$ cat config.mk
export PLATFORM = sky130hd
export DESIGN_NAME = time_entry_ctrl_flat
export DESIGN_NICKNAME = d
export VERILOG_FILES = /design/src/rtl/time_entry_if.sv /design/src/rtl/time_entry_ctrl.sv /design/src/flat_wrapper.sv
export SDC_FILE = /design/constraint.sdc
export NUM_CORES = 1
export LEC_CHECK = 0
export CORE_MARGIN = 4
export CORE_UTILIZATION = 40
export CTS_CLUSTER_DIAMETER = 80
export CTS_CLUSTER_SIZE = 20
export DETAILED_ROUTE_END_ITERATION = 8
export PLACE_DENSITY = 0.66
export SYNTH_ARGS = -nofsm -noshare
export SYNTH_HDL_FRONTEND = slang
export SYNTH_SLANG_ARGS = --single-unit
$ cat constraint.sdc
create_clock -name clk -period 3.1 [get_ports clk]
set_clock_uncertainty 0.1 [all_clocks]
set_input_delay 0.62 -clock clk [delete_from_list [all_inputs] [get_ports clk]]
set_output_delay 0.62 -clock clk [all_outputs]
set_load 0.01 [all_outputs]
$ cat src/rtl/time_entry_if.sv
// Keypad/DIP inputs and committed-time outputs of the time entry controller.
// master drives the pad and switch; slave is the controller.
interface time_entry_if;
    logic        dip_sw;
    logic [9:0]  keypad;
    logic [23:0] set_time;
    logic        load;
    logic [2:0]  entry_pos;
    logic [5:0]  blink_mask;
    logic        busy;
    logic        err;
    logic        timeout;

    modport master (
        output dip_sw, keypad,
        input  set_time, load, entry_pos, blink_mask, busy, err, timeout
    );

    modport slave (
        input  dip_sw, keypad,
        output set_time, load, entry_pos, blink_mask, busy, err, timeout
    );
endinterface

$ cat src/rtl/time_entry_ctrl.sv
// Debounced keypad entry of HH:MM:SS as six range-checked BCD digits,
// committed to the watch counter with a one-cycle load pulse.
module time_entry_ctrl #(
    parameter int DEB_CYC     = 20,
    parameter int TIMEOUT_CYC = 5000
) (
    input  logic        clk,
    input  logic        rst,
    time_entry_if.slave bus
);

    localparam int DW = $clog2(DEB_CYC + 1);
    localparam int TW = $clog2(TIMEOUT_CYC + 1);
    localparam logic [DW-1:0] DEB_LAST = DW'(DEB_CYC - 1);
    localparam logic [TW-1:0] TMO_LAST = TW'(TIMEOUT_CYC - 1);

    typedef enum logic [2:0] {
        IDLE, WAIT_KEY, CHECK, WAIT_REL, COMMIT
    } state_e;

    state_e         state_q, state_d;
    logic [9:0]     pat_q, pat_d;
    logic [DW-1:0]  deb_q, deb_d;
    logic [TW-1:0]  tmo_q, tmo_d;
    logic [2:0]     pos_q, pos_d;
    logic [23:0]    buf_q, buf_d;
    logic [23:0]    set_q, set_d;

    logic [9:0] inv, key_now;
    logic       valid, stable, counting, in_range;
    logic       load_c, err_c, tmo_c;
    logic [3:0] digit;

    assign inv      = ~bus.keypad;
    assign valid    = (inv != '0) && ((inv & (inv - 10'd1)) == '0);
    // Invalid multi-key patterns debounce exactly like a released pad.
    assign key_now  = valid ? bus.keypad : '1;
    assign stable   = (key_now == pat_q);
    assign counting = ((state_q == WAIT_KEY) || (state_q == WAIT_REL))
                      && (pos_q != 3'd0);

    always_comb begin
        digit = '0;
        for (int i = 0; i < 10; i++) begin
            if (!pat_q[i]) digit = 4'(i);
        end
    end

    always_comb begin
        in_range = 1'b0;
        unique case (pos_q)
            3'd0:       in_range = (digit <= 4'd2);
            3'd1:       in_range = (buf_q[23:20] < 4'd2) ? (digit <= 4'd9)
                                                         : (digit <= 4'd3);
            3'd2, 3'd4: in_range = (digit <= 4'd5);
            3'd3, 3'd5: in_range = (digit <= 4'd9);
            default:    in_range = 1'b0;
        endcase
    end

    always_comb begin
        state_d = state_q;
        pat_d   = pat_q;
        deb_d   = deb_q;
        tmo_d   = tmo_q;
        pos_d   = pos_q;
        buf_d   = buf_q;
        set_d   = set_q;
        load_c  = 1'b0;
        err_c   = 1'b0;
        tmo_c   = 1'b0;
        if (!bus.dip_sw) begin
            state_d = IDLE;
            pos_d   = '0;
            buf_d   = '0;
            deb_d   = '0;
            tmo_d   = '0;
            pat_d   = '1;
        end else begin
            unique case (state_q)
                IDLE: begin
                    state_d = WAIT_KEY;
                    pos_d   = '0;
                    buf_d   = '0;
                    pat_d   = '1;
                    deb_d   = '0;
                    tmo_d   = '0;
                end
                WAIT_KEY: begin
                    if (!stable) begin
                        pat_d = key_now;
                        deb_d = DW'(1);
                    end else if (valid && deb_q == DEB_LAST) begin
                        state_d = CHECK;
                    end else if (deb_q < DEB_LAST) begin
                        deb_d = deb_q + 1'b1;
                    end
                end
                CHECK: begin
                    tmo_d   = '0;
                    deb_d   = '0;
                    state_d = WAIT_REL;
                    if (in_range) begin
                        buf_d[4*(5-int'(pos_q)) +: 4] = digit;
                        pos_d = pos_q + 3'd1;
                        if (pos_q == 3'd5) state_d = COMMIT;
                    end else begin
                        err_c = 1'b1;
                    end
                end
                WAIT_REL: begin
                    if (valid) begin
                        deb_d = '0;
                    end else if (deb_q == DEB_LAST) begin
                        state_d = WAIT_KEY;
                        deb_d   = '0;
                        pat_d   = '1;
                    end else begin
                        deb_d = deb_q + 1'b1;
                    end
                end
                COMMIT: begin
                    set_d   = buf_q;
                    load_c  = 1'b1;
                    pos_d   = '0;
                    deb_d   = '0;
                    state_d = WAIT_REL;
                end
                default: state_d = IDLE;
            endcase
            // Idle timer only runs while a partial entry exists.
            if (counting) begin
                if (tmo_q == TMO_LAST) begin
                    tmo_c = 1'b1;
                    buf_d = '0;
                    pos_d = '0;
                    tmo_d = '0;
                end else begin
                    tmo_d = tmo_q + 1'b1;
                end
            end else if (pos_q == 3'd0) begin
                tmo_d = '0;
            end
        end
    end

    always_ff @(posedge clk) begin
        if (rst) begin
            state_q <= IDLE;
            pat_q   <= '1;
            deb_q   <= '0;
            tmo_q   <= '0;
            pos_q   <= '0;
            buf_q   <= '0;
            set_q   <= '0;
        end else begin
            state_q <= state_d;
            pat_q   <= pat_d;
            deb_q   <= deb_d;
            tmo_q   <= tmo_d;
            pos_q   <= pos_d;
            buf_q   <= buf_d;
            set_q   <= set_d;
        end
    end

    assign bus.set_time   = set_q;
    assign bus.load       = load_c;
    assign bus.err        = err_c;
    assign bus.timeout    = tmo_c;
    assign bus.entry_pos  = pos_q;
    assign bus.busy       = (state_q != IDLE);
    assign bus.blink_mask = (state_q != IDLE) ? (6'b100000 >> pos_q) : 6'b0;

endmodule

$ cat src/flat_wrapper.sv
// flat-port wrapper written by rule: the top's interface ports become plain ports
module time_entry_ctrl_flat 
#(
    parameter int DEB_CYC     = 20,
    parameter int TIMEOUT_CYC = 5000
)
  (clk, rst, bus_dip_sw, bus_keypad, bus_set_time, bus_load, bus_entry_pos, bus_blink_mask, bus_busy, bus_err, bus_timeout);
  time_entry_if bus_i ();
  input  logic clk;
  input  logic rst;
  input wire logic [$bits(bus_i.dip_sw)-1:0] bus_dip_sw;
  input wire logic [$bits(bus_i.keypad)-1:0] bus_keypad;
  output wire logic [$bits(bus_i.set_time)-1:0] bus_set_time;
  output wire logic [$bits(bus_i.load)-1:0] bus_load;
  output wire logic [$bits(bus_i.entry_pos)-1:0] bus_entry_pos;
  output wire logic [$bits(bus_i.blink_mask)-1:0] bus_blink_mask;
  output wire logic [$bits(bus_i.busy)-1:0] bus_busy;
  output wire logic [$bits(bus_i.err)-1:0] bus_err;
  output wire logic [$bits(bus_i.timeout)-1:0] bus_timeout;
  assign bus_i.dip_sw = bus_dip_sw;
  assign bus_i.keypad = bus_keypad;
  assign bus_set_time = bus_i.set_time;
  assign bus_load = bus_i.load;
  assign bus_entry_pos = bus_i.entry_pos;
  assign bus_blink_mask = bus_i.blink_mask;
  assign bus_busy = bus_i.busy;
  assign bus_err = bus_i.err;
  assign bus_timeout = bus_i.timeout;
  time_entry_ctrl #(.DEB_CYC(DEB_CYC), .TIMEOUT_CYC(TIMEOUT_CYC)) u_core (.clk(clk), .rst(rst), .bus(bus_i));
endmodule
==> out/qor.txt <==
========================================================================================
Cell types occupying the most area after synthesis ........................ sky130_fd_sc_hd__dfxtp_1, sky130_fd_sc_hd__nand2_1, sky130_fd_sc_hd__a21oi_1, sky130_fd_sc_hd__ha_1, sky130_fd_sc_hd__a22o_1
FMAX ......................................................................    0.336 GHz
Detailed Place HPWL .......................................................      9120 µm
Number of nets at the end of the flow .....................................          662
Routed wire per std cell ..................................................      15.9 µm
Net switching power .......................................................     0.527 mW
Highest net fanout along the worst path ...................................            5
Syn Area/Cell .............................................................     8.15 µm²
Post-cts hold buffer count ................................................            0
Count of fill cells added during filler insertion .........................          953
Hold Crit Start ........................................................... u_core.bus.set_time[5]
Top cells by count, synth ................................................. sky130_fd_sc_hd__dfxtp_1, sky130_fd_sc_hd__nand2_1, sky130_fd_sc_hd__a21oi_1
Netlist area before placement .............................................     4300 µm²
TritonCTS sink count ......................................................           82
Share of flip-flops with an asynchronous set or reset after synthesis .....            0
Synth top area share ......................................................        0.382
Worst hold-check path type ................................................   reg -> reg
Synthesized flop and latch total ..........................................           82
Total internal power ......................................................      1.42 mW
Diodes inserted ...........................................................            0
Run status ................................................................ finished clean
Number of nets with antenna violations after detailed routing .............            0
Max-cap violations ........................................................            0
DRC violation count after routing .........................................            0
Comb pwr share ............................................................        0.072
Most common cell in the synthesized netlist ............................... sky130_fd_sc_hd__dfxtp_1
Detailed Route WL .........................................................     12300 µm
Area delta synth->final ...................................................        36.2%
Violation count after the first detailed-route iteration ..................          241
Max Transition Viols Final ................................................            0
Antenna violations before repair ..........................................            0
Number of H-tree levels ...................................................            3
Final GP Congestion .......................................................        0.996
Largest net degree at the start of global routing .........................           25
Number of vias in the routed layout .......................................         4371
Clock-pin transition on the worst setup and hold timing paths .............      0.09 ns
Num ports .................................................................           50
Post-synthesis sequential area ratio ......................................        0.382
TritonCTS clock tree ......................................................        built
Clock Latency Late Sink ...................................................      0.35 ns
Aggregate negative setup slack ............................................         0 ns
Element type at the critical path start ...................................         flop
Worst hold margin .........................................................     0.356 ns
Clock root cell ........................................................... sky130_fd_sc_hd__clkbuf_8
Cell count after placement ................................................          745
Sequential cell fraction of total power ...................................        0.544
Fraction of power consumed by the clock network ...........................        0.384
Post-layout min period ....................................................      2.97 ns
Global-route wire length before repair ....................................     20600 µm
R2R Path Start ............................................................ u_core.bus.entry_pos[1]
CP Data Required Time .....................................................      2.38 ns
Global Route Usage Sum ....................................................        0.196
Number of standard cells in the layout, taps in and fillers out ...........          775
Switching share of power ..................................................        0.270
Endpoints failing setup ...................................................            0
Die X .....................................................................       112 µm
RSZ-0062 raised after global routing ......................................        false
Worst setup path startpoint ............................................... u_core.tmo_q[10]
Power density over the cells ..............................................   333 nW/µm²
Overflow left after global routing ........................................            0
Leakage power total .......................................................      2.27 nW
Number of nets produced by synthesis ......................................          555
Predominant post-synthesis flop cell ...................................... sky130_fd_sc_hd__dfxtp_1
Number of enable-type register cells in the synthesized netlist ...........            0
Hold Vio Cnt, Final .......................................................            0
Worst EP arrival ..........................................................      2.25 ns
Portion of the clock cycle consumed by the worst path in the final layout .        0.959
Count of warnings emitted by yosys ........................................            0
Pwr Total .................................................................      1.95 mW
Number of distinct standard cells referenced by the synthesized netlist ...           66
Port Buffer Count .........................................................           49
TritonCTS buffer count ....................................................            9
Design area ...............................................................     5850 µm²
Slew at the pin closest to its max-slew limit .............................     0.814 ns
Yosys top cell by area .................................................... sky130_fd_sc_hd__dfxtp_1
Num rows ..................................................................           37
Core Footprint ............................................................    10400 µm²
Layout cells sized above 1 ................................................        0.218
Capturing element type of the critical path ............................... primary output
Post-synthesis cell count .................................................          527
Maximum clock insertion buffer count ......................................            2
Total cell area at the placement stage ....................................     5290 µm²
Maximum vdd drop ..........................................................   0.000229 V
Tightest slew margin relative to the limit ................................        0.450
Via density ...............................................................         5.64
Startpoint-to-endpoint class of the critical path .........................   reg -> out
Initial Utilization .......................................................        0.414
Initial DRT Pass Iterations ...............................................            5
Number of global-route vias before repair .................................         4275
Die span in y .............................................................       112 µm
Die Outline Area ..........................................................    12500 µm²
========================================================================================
## registers in the layout, indices dropped and copies added, names as in the netlist
signal	flops
u_core.bus.entry_pos	3
u_core.deb_q	5
u_core.pat_q	10
u_core.state_q	3
u_core.bus.set_time	24
u_core.buf_q	24
u_core.tmo_q	13
## worst max-delay path: stages, from the launching register on
cell	delay, ns
sky130_fd_sc_hd__dfxtp_2	0.35
sky130_fd_sc_hd__or4b_4	0.50
sky130_fd_sc_hd__or4_4	0.44
sky130_fd_sc_hd__nor3b_4	0.20
sky130_fd_sc_hd__and2_1	0.16
sky130_fd_sc_hd__clkdlybuf4s15_1	0.24
## worst paths after layout
check	endpoint	slack, ns	cells after the start
max	bus_timeout	0.13	5
min	u_core.bus.set_time[5]	0.36	2
max reg2reg	u_core.buf_q[5]	0.18	11
min reg2reg	u_core.bus.set_time[5]	0.36	2
## logic make-up after synthesis
group,synth area share
AO/OA/AOI/OAI,0.240
XOR/XNOR,0.0122
adder cells (fa/ha/maj),0.0478
buffers and inverters,0.0422
flip-flops,0.382
multiplexers,0.00757
AND/OR/NAND/NOR,0.268
## routing by layer
metal  track usage  wire [µm]  vias to the layer above  part of all wire
li1              -          -                     2158                 -
met1         0.259       5550                     2089              0.45
met2         0.336       6100                      117              0.49
met3        0.0272        616                        7             0.050
met4        0.0511         61                        0            0.0049
met5             0          0                        -                 0
## cell type report
class	count	area, µm²	area share
multi-input combinational	398	2730	0.467
timing repair buffer	118	1020	0.174
inverter	25	93.8	0.0160
sequential	82	1650	0.282
clock buffer	9	124	0.0212
clock inverter	7	63.8	0.0109
tap	136	170	0.0291
## placed cells by master, fill, tap and decap left out, types with 3 or more instances in the layout
cell	instances
sky130_fd_sc_hd__a21oi_1	38
sky130_fd_sc_hd__a22o_1	19
sky130_fd_sc_hd__a31oi_1	13
sky130_fd_sc_hd__a32o_1	5
sky130_fd_sc_hd__and2_1	4
sky130_fd_sc_hd__and2_4	3
sky130_fd_sc_hd__and3_1	10
sky130_fd_sc_hd__and4_1	3
sky130_fd_sc_hd__buf_4	67
sky130_fd_sc_hd__clkbuf_8	9
sky130_fd_sc_hd__clkdlybuf4s50_1	45
sky130_fd_sc_hd__dfxtp_1	78
sky130_fd_sc_hd__dfxtp_2	3
sky130_fd_sc_hd__ha_1	9
sky130_fd_sc_hd__ha_2	3
sky130_fd_sc_hd__inv_1	23
sky130_fd_sc_hd__nand2_1	76
sky130_fd_sc_hd__nand2b_1	14
sky130_fd_sc_hd__nand3_1	10
sky130_fd_sc_hd__nand3b_1	5
sky130_fd_sc_hd__nand4_1	10
sky130_fd_sc_hd__nor2_1	28
sky130_fd_sc_hd__nor2b_1	8
sky130_fd_sc_hd__nor3_1	8
sky130_fd_sc_hd__nor3_2	3
sky130_fd_sc_hd__nor3b_1	5
sky130_fd_sc_hd__nor4_1	8
sky130_fd_sc_hd__nor4_2	5
sky130_fd_sc_hd__o211ai_1	6
sky130_fd_sc_hd__o21ai_0	15
sky130_fd_sc_hd__o21ai_1	15
sky130_fd_sc_hd__o22ai_1	4
sky130_fd_sc_hd__o31ai_1	3
sky130_fd_sc_hd__or3_1	5
sky130_fd_sc_hd__xor2_1	4
## repair_timing
| action | CTS | global route |
|---|---|---|
| buffers inserted | 7 | 8 |
| endpoints found under the hold margin | 0 | 0 |
| pin swaps | 6 | 17 |
| setup endpoints to repair | 14 | 42 |
| resized for setup | 18 | 43 |
## stage by stage
step / utilization / worst slack [ns]
after floorplan: - / -0.0219
after global placement: 0.510 / -0.249
after detailed placement: 0.510 / -0.354
after CTS: 0.541 / 0.00406
after global routing: 0.564 / 0.00713
final: 0.564 / 0.128
## power by group through the flow
stage / Clock (mW) / Combinational, mW / Sequential, mW
2_1_floorplan: 0 / 0.0631 / 1.08
3_3_place_gp: 0 / 0.124 / 1.08
5_1_grt: 0.811 / 0.151 / 1.06
3_5_place_dp: 0 / 0.126 / 1.08
4_1_cts: 0.763 / 0.129 / 1.06
6_report: 0.749 / 0.140 / 1.06
Note: power is estimated with default switching activity, not from simulation.
